`src/rtl/panda_risc_v_sim_pkg.sv`:
```
// Shared definitions for the simulation test device: register offsets,
// STATUS layout and small helpers used to build read data.
package panda_risc_v_sim_pkg;

  localparam logic [3:0] STATUS_OFS  = 4'h0;
  localparam logic [3:0] CONSOLE_OFS = 4'h4;
  localparam logic [3:0] CYC_LO_OFS  = 4'h8;
  localparam logic [3:0] CYC_HI_OFS  = 4'hC;

  localparam int STATUS_DONE_BIT = 0;
  localparam int STATUS_PASS_BIT = 1;
  localparam int STATUS_NUM_LSB  = 8;

  typedef struct packed {
    logic [7:0] num;
    logic       pass;
    logic       done;
  } status_t;

  function automatic logic [31:0] status_word(input status_t s);
    logic [31:0] w;
    w = 32'h0;
    w[STATUS_DONE_BIT]       = s.done;
    w[STATUS_PASS_BIT]       = s.pass;
    w[STATUS_NUM_LSB +: 8]   = s.num;
    return w;
  endfunction

  function automatic logic [7:0] sat8(input logic [31:0] v);
    logic [7:0] r;
    if (v > 32'd255) begin
      r = 8'hFF;
    end else begin
      r = v[7:0];
    end
    return r;
  endfunction

endpackage

```
`src/rtl/panda_risc_v_sim_byte_fifo.sv`:
```
// Synchronous byte FIFO with fall-through read port; a push into a full
// FIFO succeeds only when a pop frees a slot in the same cycle.
module panda_risc_v_sim_byte_fifo #(
  parameter int DEPTH = 8
) (
  input  logic                     clk,
  input  logic                     resetn,
  input  logic                     push,
  input  logic [7:0]               push_data,
  input  logic                     pop,
  output logic [7:0]               pop_data,
  output logic                     full,
  output logic                     empty,
  output logic [$clog2(DEPTH):0]   count
);

  localparam int AW = $clog2(DEPTH);
  localparam int CW = AW + 1;

  logic [7:0]    mem [DEPTH];
  logic [AW-1:0] wr_ptr_r;
  logic [AW-1:0] rd_ptr_r;
  logic [CW-1:0] count_r;
  logic          do_push;
  logic          do_pop;

  assign empty    = (count_r == CW'(0));
  assign full     = (count_r == CW'(DEPTH));
  assign count    = count_r;
  assign do_pop   = pop & ~empty;
  assign do_push  = push & (~full | do_pop);
  assign pop_data = empty ? 8'h00 : mem[rd_ptr_r];

  // Pointer and occupancy bookkeeping.
  always_ff @(posedge clk or negedge resetn) begin
    if (!resetn) begin
      wr_ptr_r <= AW'(0);
      rd_ptr_r <= AW'(0);
      count_r  <= CW'(0);
    end else begin
      if (do_push) begin
        wr_ptr_r <= wr_ptr_r + AW'(1);
      end
      if (do_pop) begin
        rd_ptr_r <= rd_ptr_r + AW'(1);
      end
      case ({do_push, do_pop})
        2'b10:   count_r <= count_r + CW'(1);
        2'b01:   count_r <= count_r - CW'(1);
        default: count_r <= count_r;
      endcase
    end
  end

  // Storage array.
  always_ff @(posedge clk) begin
    if (do_push) begin
      mem[wr_ptr_r] <= push_data;
    end
  end

endmodule

```
`src/rtl/panda_risc_v_sim_test_dev.sv`:
```
// Simulation-only ICB responder: test programs report done/pass/number,
// stream console bytes and read a 64-bit free-running cycle counter.
module panda_risc_v_sim_test_dev
  import panda_risc_v_sim_pkg::*;
#(
  parameter logic [31:0] BASEADDR           = 32'h4000_0000,
  parameter int          CONSOLE_FIFO_DEPTH = 8,
  parameter int          simulation_delay   = 1
) (
  input  logic        clk,
  input  logic        resetn,
  input  logic [31:0] s_icb_cmd_addr,
  input  logic        s_icb_cmd_read,
  input  logic [31:0] s_icb_cmd_wdata,
  input  logic [3:0]  s_icb_cmd_wmask,
  input  logic        s_icb_cmd_valid,
  output logic        s_icb_cmd_ready,
  output logic [31:0] s_icb_rsp_rdata,
  output logic        s_icb_rsp_err,
  output logic        s_icb_rsp_valid,
  input  logic        s_icb_rsp_ready,
  output logic        test_done,
  output logic        test_pass,
  output logic [7:0]  test_num,
  output logic [7:0]  console_data,
  output logic        console_valid,
  input  logic        console_ready
);

  localparam int CW = $clog2(CONSOLE_FIFO_DEPTH) + 1;

  if ((CONSOLE_FIFO_DEPTH < 2) || ((CONSOLE_FIFO_DEPTH & (CONSOLE_FIFO_DEPTH - 1)) != 0)
      || (simulation_delay < 0)) begin : g_bad_param
    $error("panda_risc_v_sim_test_dev: illegal parameter value");
  end

  status_t       status_r;
  logic [63:0]   cycle_cnt;
  logic [31:0]   cyc_hi_shadow_r;
  logic          overflow_r;
  logic          rsp_valid_r;
  logic          rsp_err_r;
  logic [31:0]   rsp_rdata_r;

  logic [31:0]   ofs;
  logic [3:0]    reg_ofs;
  logic          decoded;
  logic          accept;
  logic          console_pop;
  logic          fifo_full;
  logic          fifo_empty;
  logic [CW-1:0] fifo_count;
  logic [31:0]   rsp_rdata_nxt;
  logic          rsp_err_nxt;
  logic          status_wr;
  logic          console_push;
  logic          cyc_lo_rd;
  logic          unused_ok;

  assign ofs             = s_icb_cmd_addr - BASEADDR;
  assign reg_ofs         = ofs[3:0];
  assign decoded         = (ofs[31:4] == 28'h0) && (s_icb_cmd_addr[1:0] == 2'b00);
  assign s_icb_cmd_ready = ~rsp_valid_r | s_icb_rsp_ready;
  assign accept          = s_icb_cmd_valid & s_icb_cmd_ready;
  assign console_valid   = ~fifo_empty;
  assign console_pop     = console_valid & console_ready;
  assign unused_ok       = &{1'b0, s_icb_cmd_wdata[31:16], s_icb_cmd_wdata[7:2],
                             s_icb_cmd_wmask[3:2]};

  assign s_icb_rsp_valid = rsp_valid_r;
  assign s_icb_rsp_err   = rsp_err_r;
  assign s_icb_rsp_rdata = rsp_rdata_r;
  assign test_done       = status_r.done;
  assign test_pass       = status_r.pass;
  assign test_num        = status_r.num;

  // Address decode: response contents and side-effect strobes for the current command.
  always_comb begin
    rsp_rdata_nxt = 32'h0;
    rsp_err_nxt   = 1'b0;
    status_wr     = 1'b0;
    console_push  = 1'b0;
    cyc_lo_rd     = 1'b0;
    if (!decoded) begin
      rsp_err_nxt = 1'b1;
    end else begin
      case (reg_ofs)
        STATUS_OFS: begin
          if (s_icb_cmd_read) begin
            rsp_rdata_nxt = status_word(status_r);
          end else begin
            status_wr = 1'b1;
          end
        end
        CONSOLE_OFS: begin
          if (s_icb_cmd_read) begin
            rsp_rdata_nxt = {overflow_r, 15'h0, sat8(32'(fifo_count)), 7'h0, fifo_full};
          end else begin
            console_push = s_icb_cmd_wmask[0];
            // A same-cycle pop makes room, so only a truly blocked push is an error.
            rsp_err_nxt  = s_icb_cmd_wmask[0] & fifo_full & ~console_pop;
          end
        end
        CYC_LO_OFS: begin
          if (s_icb_cmd_read) begin
            rsp_rdata_nxt = cycle_cnt[31:0];
            cyc_lo_rd     = 1'b1;
          end else begin
            rsp_err_nxt = 1'b1;
          end
        end
        CYC_HI_OFS: begin
          if (s_icb_cmd_read) begin
            rsp_rdata_nxt = cyc_hi_shadow_r;
          end else begin
            rsp_err_nxt = 1'b1;
          end
        end
        default: rsp_err_nxt = 1'b1;
      endcase
    end
  end

  // Response register: loads on acceptance, holds until the requester takes it.
  always_ff @(posedge clk or negedge resetn) begin
    if (!resetn) begin
      rsp_valid_r <= 1'b0;
      rsp_err_r   <= 1'b0;
      rsp_rdata_r <= 32'h0;
    end else if (accept) begin
      rsp_valid_r <= 1'b1;
      rsp_err_r   <= rsp_err_nxt;
      rsp_rdata_r <= rsp_rdata_nxt;
    end else if (s_icb_rsp_ready) begin
      rsp_valid_r <= 1'b0;
    end
  end

  // STATUS fields; frozen once the program has flagged completion.
  always_ff @(posedge clk or negedge resetn) begin
    if (!resetn) begin
      status_r <= '{num: 8'h00, pass: 1'b0, done: 1'b0};
    end else if (accept && status_wr && !status_r.done) begin
      if (s_icb_cmd_wmask[0]) begin
        status_r.done <= s_icb_cmd_wdata[STATUS_DONE_BIT];
        status_r.pass <= s_icb_cmd_wdata[STATUS_PASS_BIT];
      end
      if (s_icb_cmd_wmask[1]) begin
        status_r.num <= s_icb_cmd_wdata[STATUS_NUM_LSB +: 8];
      end
    end
  end

  // Free-running cycle counter, high-word snapshot and sticky console overflow.
  always_ff @(posedge clk or negedge resetn) begin
    if (!resetn) begin
      cycle_cnt       <= 64'h0;
      cyc_hi_shadow_r <= 32'h0;
      overflow_r      <= 1'b0;
    end else begin
      cycle_cnt <= cycle_cnt + 64'd1;
      if (accept && cyc_lo_rd) begin
        cyc_hi_shadow_r <= cycle_cnt[63:32];
      end
      if (accept && console_push && rsp_err_nxt) begin
        overflow_r <= 1'b1;
      end
    end
  end

  panda_risc_v_sim_byte_fifo #(
    .DEPTH(CONSOLE_FIFO_DEPTH)
  ) u_console_fifo (
    .clk      (clk),
    .resetn   (resetn),
    .push     (accept & console_push),
    .push_data(s_icb_cmd_wdata[7:0]),
    .pop      (console_pop),
    .pop_data (console_data),
    .full     (fifo_full),
    .empty    (fifo_empty),
    .count    (fifo_count)
  );

endmodule

```
`config.mk`:
```
export PLATFORM = sky130hd
export DESIGN_NAME = panda_risc_v_sim_test_dev
export DESIGN_NICKNAME = d
export VERILOG_FILES = /design/src/rtl/panda_risc_v_sim_pkg.sv /design/src/rtl/panda_risc_v_sim_byte_fifo.sv /design/src/rtl/panda_risc_v_sim_test_dev.sv
export SDC_FILE = /design/constraint.sdc
export NUM_CORES = 1
export LEC_CHECK = 0
export CAP_MARGIN = 20
export CORE_MARGIN = 10
export CORE_UTILIZATION = 50
export DETAILED_ROUTE_END_ITERATION = 7
export HOLD_SLACK_MARGIN = 0.05
export PLACE_DENSITY_LB_ADDON = 0.1
export SLEW_MARGIN = 15
export SYNTH_ARGS = -nofsm -noshare
export SYNTH_HDL_FRONTEND = slang
export SYNTH_SLANG_ARGS = --single-unit
```
`constraint.sdc`:
```
create_clock -name clk -period 6.5 [get_ports clk]
set_clock_uncertainty 0.2 [all_clocks]
set_input_delay 0.65 -clock clk [delete_from_list [all_inputs] [get_ports clk]]
set_output_delay 0.65 -clock clk [all_outputs]
set_load 0.005 [all_outputs]
```
Word-level counts from Yosys, hierarchy flattened
Memories as Yosys holds them, arrays and structs flattened. Cells that the tools add are included.

Register bits after elaboration: 151. Memories: 1. RAM bits: 64.

Memories: u_console_fifo.mem (depth 8, bits a word 8, rd ports 1, clocked after Yosys merged registers in 0, wr ports 1, RTL line panda_risc_v_sim_byte_fifo.sv:20) `logic [7:0] mem [DEPTH];`.

$add $sub $neg: 6. Bitwise gates (word level): 13. Equal/unequal tests: 6. Reduce and logical (&&, ||, !) cells: 16. Mux-type cells: 24.

Operators with widths (number): 32-bit 2-to-1 mux (4); 32-bit case mux with 4 select lines (1); 64-bit by 1-bit adder with 64-bit output, second input constant (1); 32-bit by 31-bit subtractor with 32-bit output, second input constant (1); 28-bit zero test (1); 16-bit 2-to-1 mux (1); 1-bit 2-to-1 mux (15); 4-bit equality test, second input constant (3); 4-bit zero test (2); 8-bit 2-to-1 mux (1); 4-bit case mux with 2 select lines (1); 1-bit AND (7); 3-bit by 1-bit adder with 3-bit output, second input constant (2); 1-bit logical AND (6); 4-bit by 1-bit adder with 4-bit output, second input constant (1); 4-bit by 3-bit equality test with 1-bit output, second input constant (1); 1-bit NOT (4); 2-bit AND reduction (2); 2-bit nonzero test (2); 4-bit by 1-bit subtractor with 4-bit output, second input constant (1); 1-bit case mux with 3 select lines (1); 2-bit by 1-bit equality test with 1-bit output, second input constant (1); 2-bit equality test, second input constant (1); 2-bit zero test (1); other kinds (3) (4).

Longest topological paths before layout
Depth after elaboration: 9. Depth in mapped cells: 10. Depth with buffers taken out: 9.

Modules after synthesis
A second synthesis with hierarchy kept.

Cells, all modules: 713. Area, all modules: 9447.8 sq um.

Modules (own cells, without submodules): panda_risc_v_sim_test_dev (instances 1, area an instance 6368.6 sq um, cells an instance 547, sequential area each 3528.4 sq um); panda_risc_v_sim_byte_fifo (instances 1, area an instance 3079.2 sq um, cells an instance 166, sequential area each 2172.1 sq um).

Worst setup path after synthesis
No wires, ideal clock.

Kind: input-to-reg. Start point: in s_icb_cmd_addr[6]. End point: mem u_console_fifo.mem[4][0], enable pin. Buffers on the path: 0. Setup slack: 3.517 ns. Setup time: 0.383 ns. Data required time: 5.917 ns. Stages on the path: 5. Data arrival time: 2.400 ns. Cell sequence: nor4_1 nand4_2 nor4_2 nand2_1 nor3_1.

Word-level cells in the longest chain between the ends: 8.

RTL lines: start: declaration (RTL line panda_risc_v_sim_test_dev.sv:12) `input logic [31:0] s_icb_cmd_addr,`; 32-bit by 31-bit subtractor with 32-bit output (RTL line panda_risc_v_sim_test_dev.sv:60) `assign ofs = s_icb_cmd_addr - BASEADDR;`; 28-bit zero test (RTL line panda_risc_v_sim_test_dev.sv:62) `assign decoded = (ofs[31:4] == 28'h0) && (s_icb_cmd_addr[1:0] == 2'b00);`; 1-bit logical AND (RTL line panda_risc_v_sim_test_dev.sv:62); 1-bit 2-to-1 mux (RTL line panda_risc_v_sim_test_dev.sv:84) `if (!decoded) begin`; 1-bit AND (RTL line panda_risc_v_sim_test_dev.sv:176) `.push (accept & console_push),`; 1-bit AND (RTL line panda_risc_v_sim_byte_fifo.sv:31) `assign do_push = push & (~full | do_pop);`; 1-bit 2-to-1 mux (RTL line panda_risc_v_sim_byte_fifo.sv:57) `if (do_push) begin`; 1-bit 2-to-1 mux (implied by the code) (RTL line panda_risc_v_sim_byte_fifo.sv:58) `mem[wr_ptr_r] <= push_data;`; end: declaration (RTL line panda_risc_v_sim_byte_fifo.sv:20).

No other way between the ends.

Worst setup path after layout
Start point: reg u_console_fifo.count_r[1] (netlist: u_console_fifo.count[1]). End point: out console_valid.

Word-level cells in the longest chain between the ends: 2.

RTL lines: start: declaration (RTL line panda_risc_v_sim_byte_fifo.sv:23) `logic [CW-1:0] count_r;`; start signal: assignment (RTL line panda_risc_v_sim_byte_fifo.sv:48) `2'b10: count_r <= count_r + CW'(1);`; start signal: assignment (RTL line panda_risc_v_sim_byte_fifo.sv:49) `2'b01: count_r <= count_r - CW'(1);`; start signal: assignment (RTL line panda_risc_v_sim_byte_fifo.sv:50) `default: count_r <= count_r;`; 4-bit zero test (RTL line panda_risc_v_sim_byte_fifo.sv:27) `assign empty = (count_r == CW'(0));`; 1-bit NOT (RTL line panda_risc_v_sim_test_dev.sv:65) `assign console_valid = ~fifo_empty;`; end: declaration (RTL line panda_risc_v_sim_test_dev.sv:26) `output logic console_valid,`.

No other way between the ends.

==> impl_metrics.prom <==
# TYPE chip_impl_metric gauge
chip_impl_info{name="status",value="complete, no violations"} 1
chip_impl_info{name="yosysMostFrequentCell",value="sky130_fd_sc_hd__dfrtp_1"} 1
chip_impl_metric{name="core_area",unit="um2"} 18800
chip_impl_metric{name="timing.final.ws_setup",unit="ps"} 2880
chip_impl_metric{name="post_dp_cell_area",unit="um2"} 10900
chip_impl_metric{name="worst-endpoint-required",unit="ps"} 5650
chip_impl_metric{name="globalRoute.totalOverflow",unit=""} 0
chip_impl_metric{name="dpl.hpwl",unit="um"} 15200
chip_impl_metric{name="final.period_utilization",unit=""} 0.557
chip_impl_metric{name="grt_pass1_wl",unit="um"} 35500
chip_impl_metric{name="grt_pass1_vias",unit=""} 6456
chip_impl_metric{name="layout-drive-gt1-share",unit=""} 0.170
chip_impl_metric{name="drv_slew",unit=""} 0
chip_impl_metric{name="worstSkewPairLatency",unit="ps"} 510
chip_impl_metric{name="leakage_power_total",unit="nW"} 4.87
chip_impl_metric{name="synth.yosys.warnings",unit=""} 0
chip_impl_metric{name="slowest_delay",unit="ps"} 710
chip_impl_metric{name="timing.hold.ws",unit="ps"} 263
chip_impl_metric{name="finalWorstPathRequiredPeriod",unit="ps"} 3620
chip_impl_metric{name="postcts_resize_cnt",unit=""} 0
chip_impl_metric{name="setup-tns-final",unit="ps"} 0
chip_impl_info{name="start_kind",value="flop"} 1
chip_impl_info{name="cell_with_the_biggest_individual_delay_on_the_critical_path",value="sky130_fd_sc_hd__nor2_1"} 1
chip_impl_metric{name="io-pin-count",unit=""} 128
chip_impl_metric{name="floorplan.die.height",unit="um"} 158
chip_impl_metric{name="cts_buffer_depth",unit=""} 3
chip_impl_metric{name="synth_seq_cells",unit=""} 215
chip_impl_metric{name="antenna_found_initial",unit=""} 0
chip_impl_metric{name="final_ant_viol_nets",unit=""} 0
chip_impl_metric{name="die_w",unit="um"} 158
chip_impl_metric{name="layoutNonFillerInstCount",unit=""} 1065
chip_impl_metric{name="dieArea",unit="um2"} 25000
chip_impl_metric{name="drt_drc_violations_left",unit=""} 0
chip_impl_metric{name="synth_seq_area_share",unit=""} 0.597
chip_impl_info{name="cell_accounting_for_the_most_synthesized_area",value="sky130_fd_sc_hd__dfrtp_1"} 1
chip_impl_metric{name="power_density",unit="nW/um2"} 247
chip_impl_metric{name="worst-slew-pin-transition",unit="ps"} 930
chip_impl_metric{name="gp_congestion",unit=""} 0.834
chip_impl_metric{name="vias",unit=""} 6092
chip_impl_metric{name="worst_path_max_fanout",unit=""} 9
chip_impl_metric{name="yosys.area.top_type_share",unit=""} 0.396
chip_impl_metric{name="drt-vias-per-instance",unit=""} 5.72
chip_impl_metric{name="final_hold_viol_count",unit=""} 0
chip_impl_metric{name="ff2ff_setup_slack",unit="ps"} 3520
chip_impl_metric{name="clock.fmax",unit="MHz"} 276
chip_impl_metric{name="synthesis.nets",unit=""} 772
chip_impl_metric{name="synth-edff-count",unit=""} 64
chip_impl_info{name="unrepaired_setup_endpoints_after_global_routing",value="no"} 1
chip_impl_metric{name="report.final.setup_viol",unit=""} 0
chip_impl_metric{name="place.detailed.instances",unit=""} 1020
chip_impl_metric{name="cts_inserted_buffers",unit=""} 24
chip_impl_metric{name="grt_use_total",unit=""} 0.177
chip_impl_info{name="hp-class",value="flop to flop"} 1
chip_impl_metric{name="power.ir.vdd_worst",unit="uV"} 203
chip_impl_metric{name="initial_utilization",unit=""} 0.509
chip_impl_info{name="worstSetupEndpointType",value="output port"} 1
chip_impl_metric{name="place.port_buffers",unit=""} 109
chip_impl_info{name="crit_chain",value="or3_1 -> nor2_1 -> inv_1 -> clkdlybuf4s50_1"} 1
chip_impl_metric{name="async_reset_ff_frac",unit=""} 0.702
chip_impl_metric{name="synth_cells",unit=""} 694
chip_impl_metric{name="netlist_area",unit="um2"} 9550
chip_impl_metric{name="finalPower",unit="mW"} 2.90
chip_impl_metric{name="pin_count_of_the_biggest_net_entering_global_routing",unit=""} 77
chip_impl_metric{name="worst_case_headroom_to_the_max_slew_limit",unit=""} 0.380
chip_impl_metric{name="clkSlewWorstSetupHoldPaths",unit="ps"} 60
chip_impl_metric{name="worstPathArrival",unit="ps"} 2770
chip_impl_metric{name="drt-pass1-iter-count",unit=""} 5
chip_impl_metric{name="num-nets-final",unit=""} 891
chip_impl_metric{name="placement.setup.worst_slack",unit="ps"} 2420
chip_impl_metric{name="maxCapViolCount",unit=""} 0
chip_impl_metric{name="area_growth_from_synthesis_to_final_layout",unit="%"} 22.8
chip_impl_metric{name="route.detailed.wl_per_inst",unit="um"} 20.5
chip_impl_metric{name="cts_max_level",unit=""} 1
chip_impl_info{name="clockRootBuffer",value="sky130_fd_sc_hd__clkbuf_16"} 1
chip_impl_metric{name="cts_num_sinks",unit=""} 215
chip_impl_info{name="tritoncts",value="done"} 1
chip_impl_metric{name="floorplan.rows",unit=""} 50
chip_impl_metric{name="antennaDiodeCount",unit=""} 0
chip_impl_metric{name="synth.lib_cells_used.distinct",unit=""} 47
chip_impl_metric{name="post-route-util",unit=""} 0.625
chip_impl_metric{name="route.final.wire_length",unit="um"} 21900
chip_impl_metric{name="final_cell_area",unit="um2"} 11700
chip_impl_metric{name="detail_route.iter0.violations",unit=""} 354
chip_impl_info{name="synth.cells.most_frequent",value="sky130_fd_sc_hd__dfrtp_1 (151), sky130_fd_sc_hd__edfxtp_1 (64), sky130_fd_sc_hd__nand2_1 (56)"} 1
chip_impl_info{name="synth_flop_cell",value="sky130_fd_sc_hd__dfrtp_1"} 1
chip_impl_metric{name="syn_avg_cell_area",unit="um2"} 13.8
chip_impl_info{name="synth_area_leaders",value="sky130_fd_sc_hd__dfrtp_1 (40%), sky130_fd_sc_hd__edfxtp_1 (20%), sky130_fd_sc_hd__mux4_2 (5.0%), sky130_fd_sc_hd__mux2_4 (4.7%), sky130_fd_sc_hd__xnor2_1 (3.5%)"} 1
chip_impl_info{name="timing_worst_setup_path_type",value="flop to output port"} 1
## per-layer routing
metal  global-route usage  vias to the layer above  part of all wire
met4               0.0441                        0             0.016
met1                0.235                     3086              0.44
li1                     -                     2804                 -
met3               0.0372                       30             0.071
met2                0.289                      172              0.47
met5                    0                        -                 0
## where the power goes
group	switching, mW	total, mW	internal [mW]
combinational	0.0478	0.0874	0.0396
clock	0.529	1.41	0.886
sequential	0.000239	1.39	1.39
## sequential cells by signal, indices dropped and copies added (netlist names), 3 cells and up
signal	cells
u_console_fifo.wr_ptr_r	3
cyc_hi_shadow_r	32
u_console_fifo.rd_ptr_r	3
cycle_cnt	64
s_icb_rsp_rdata	32
u_console_fifo.count	4
u_console_fifo.mem	64
test_num	8
## critical path: cells and delay by family (launching register included)
kind	cells	cell delay, ps
AND/OR/NAND/NOR	2	1170
buffers and inverters	2	660
flip-flops	1	430
## cell usage in the layout (no fill, tap or decap), types with 8 or more instances in the layout
master	instances
sky130_fd_sc_hd__a22o_1	16
sky130_fd_sc_hd__inv_1	14
sky130_fd_sc_hd__nor4_1	14
sky130_fd_sc_hd__mux2i_1	29
sky130_fd_sc_hd__mux2_4	30
sky130_fd_sc_hd__clkdlybuf4s50_1	107
sky130_fd_sc_hd__xnor2_1	38
sky130_fd_sc_hd__nand2_1	56
sky130_fd_sc_hd__nor3_1	26
sky130_fd_sc_hd__clkbuf_8	8
sky130_fd_sc_hd__clkbuf_16	27
sky130_fd_sc_hd__dfrtp_1	151
sky130_fd_sc_hd__mux2_2	21
sky130_fd_sc_hd__o21ai_0	25
sky130_fd_sc_hd__xor2_1	31
sky130_fd_sc_hd__nand4_1	25
sky130_fd_sc_hd__mux4_2	21
sky130_fd_sc_hd__edfxtp_1	64
sky130_fd_sc_hd__and3_1	8
sky130_fd_sc_hd__nor2_1	37
sky130_fd_sc_hd__nand3_1	20
## final timing paths
check | start | end | depth (start not counted)
setup / recovery | u_console_fifo.count[1] | console_valid | 4
hold / removal | overflow_r | overflow_r | 1
setup reg to reg | u_console_fifo.count[1] | u_console_fifo.count[2] | 8
hold reg to reg | overflow_r | overflow_r | 1
max in group asynchronous | resetn | cycle_cnt[26] | 3
min in group asynchronous | resetn | s_icb_rsp_rdata[13] | 2
## final cells by class
cell class,instances,area [um2]
fill,1415,7040
multi-input combinational,441,3650
clock inverter,5,53.8
inverter,14,52.6
timing repair buffer,117,1170
sequential,215,5700
tap,234,293
clock buffer,39,805
## cells by family (layout without fill, tap and decap cells)
logic type	after synthesis	count (layout)	synth area share
DFF	215	215	0.597
adders and majority gates	4	4	0.00524
muxes	101	101	0.152
xor gates and xnor gates	69	69	0.0633
and+or+nand+nor	218	218	0.128
AOI/OAI and AO/OA	49	49	0.0345
buffers and inverters	38	175	0.0207
## repair_timing
| action | CTS | global route |
|---|---|---|
| hold buffers | 1 | 0 |
| endpoints found under the hold margin | 75 | 0 |
| setup buffers | 0 | 0 |
Power figures use the tool's default switching activity.
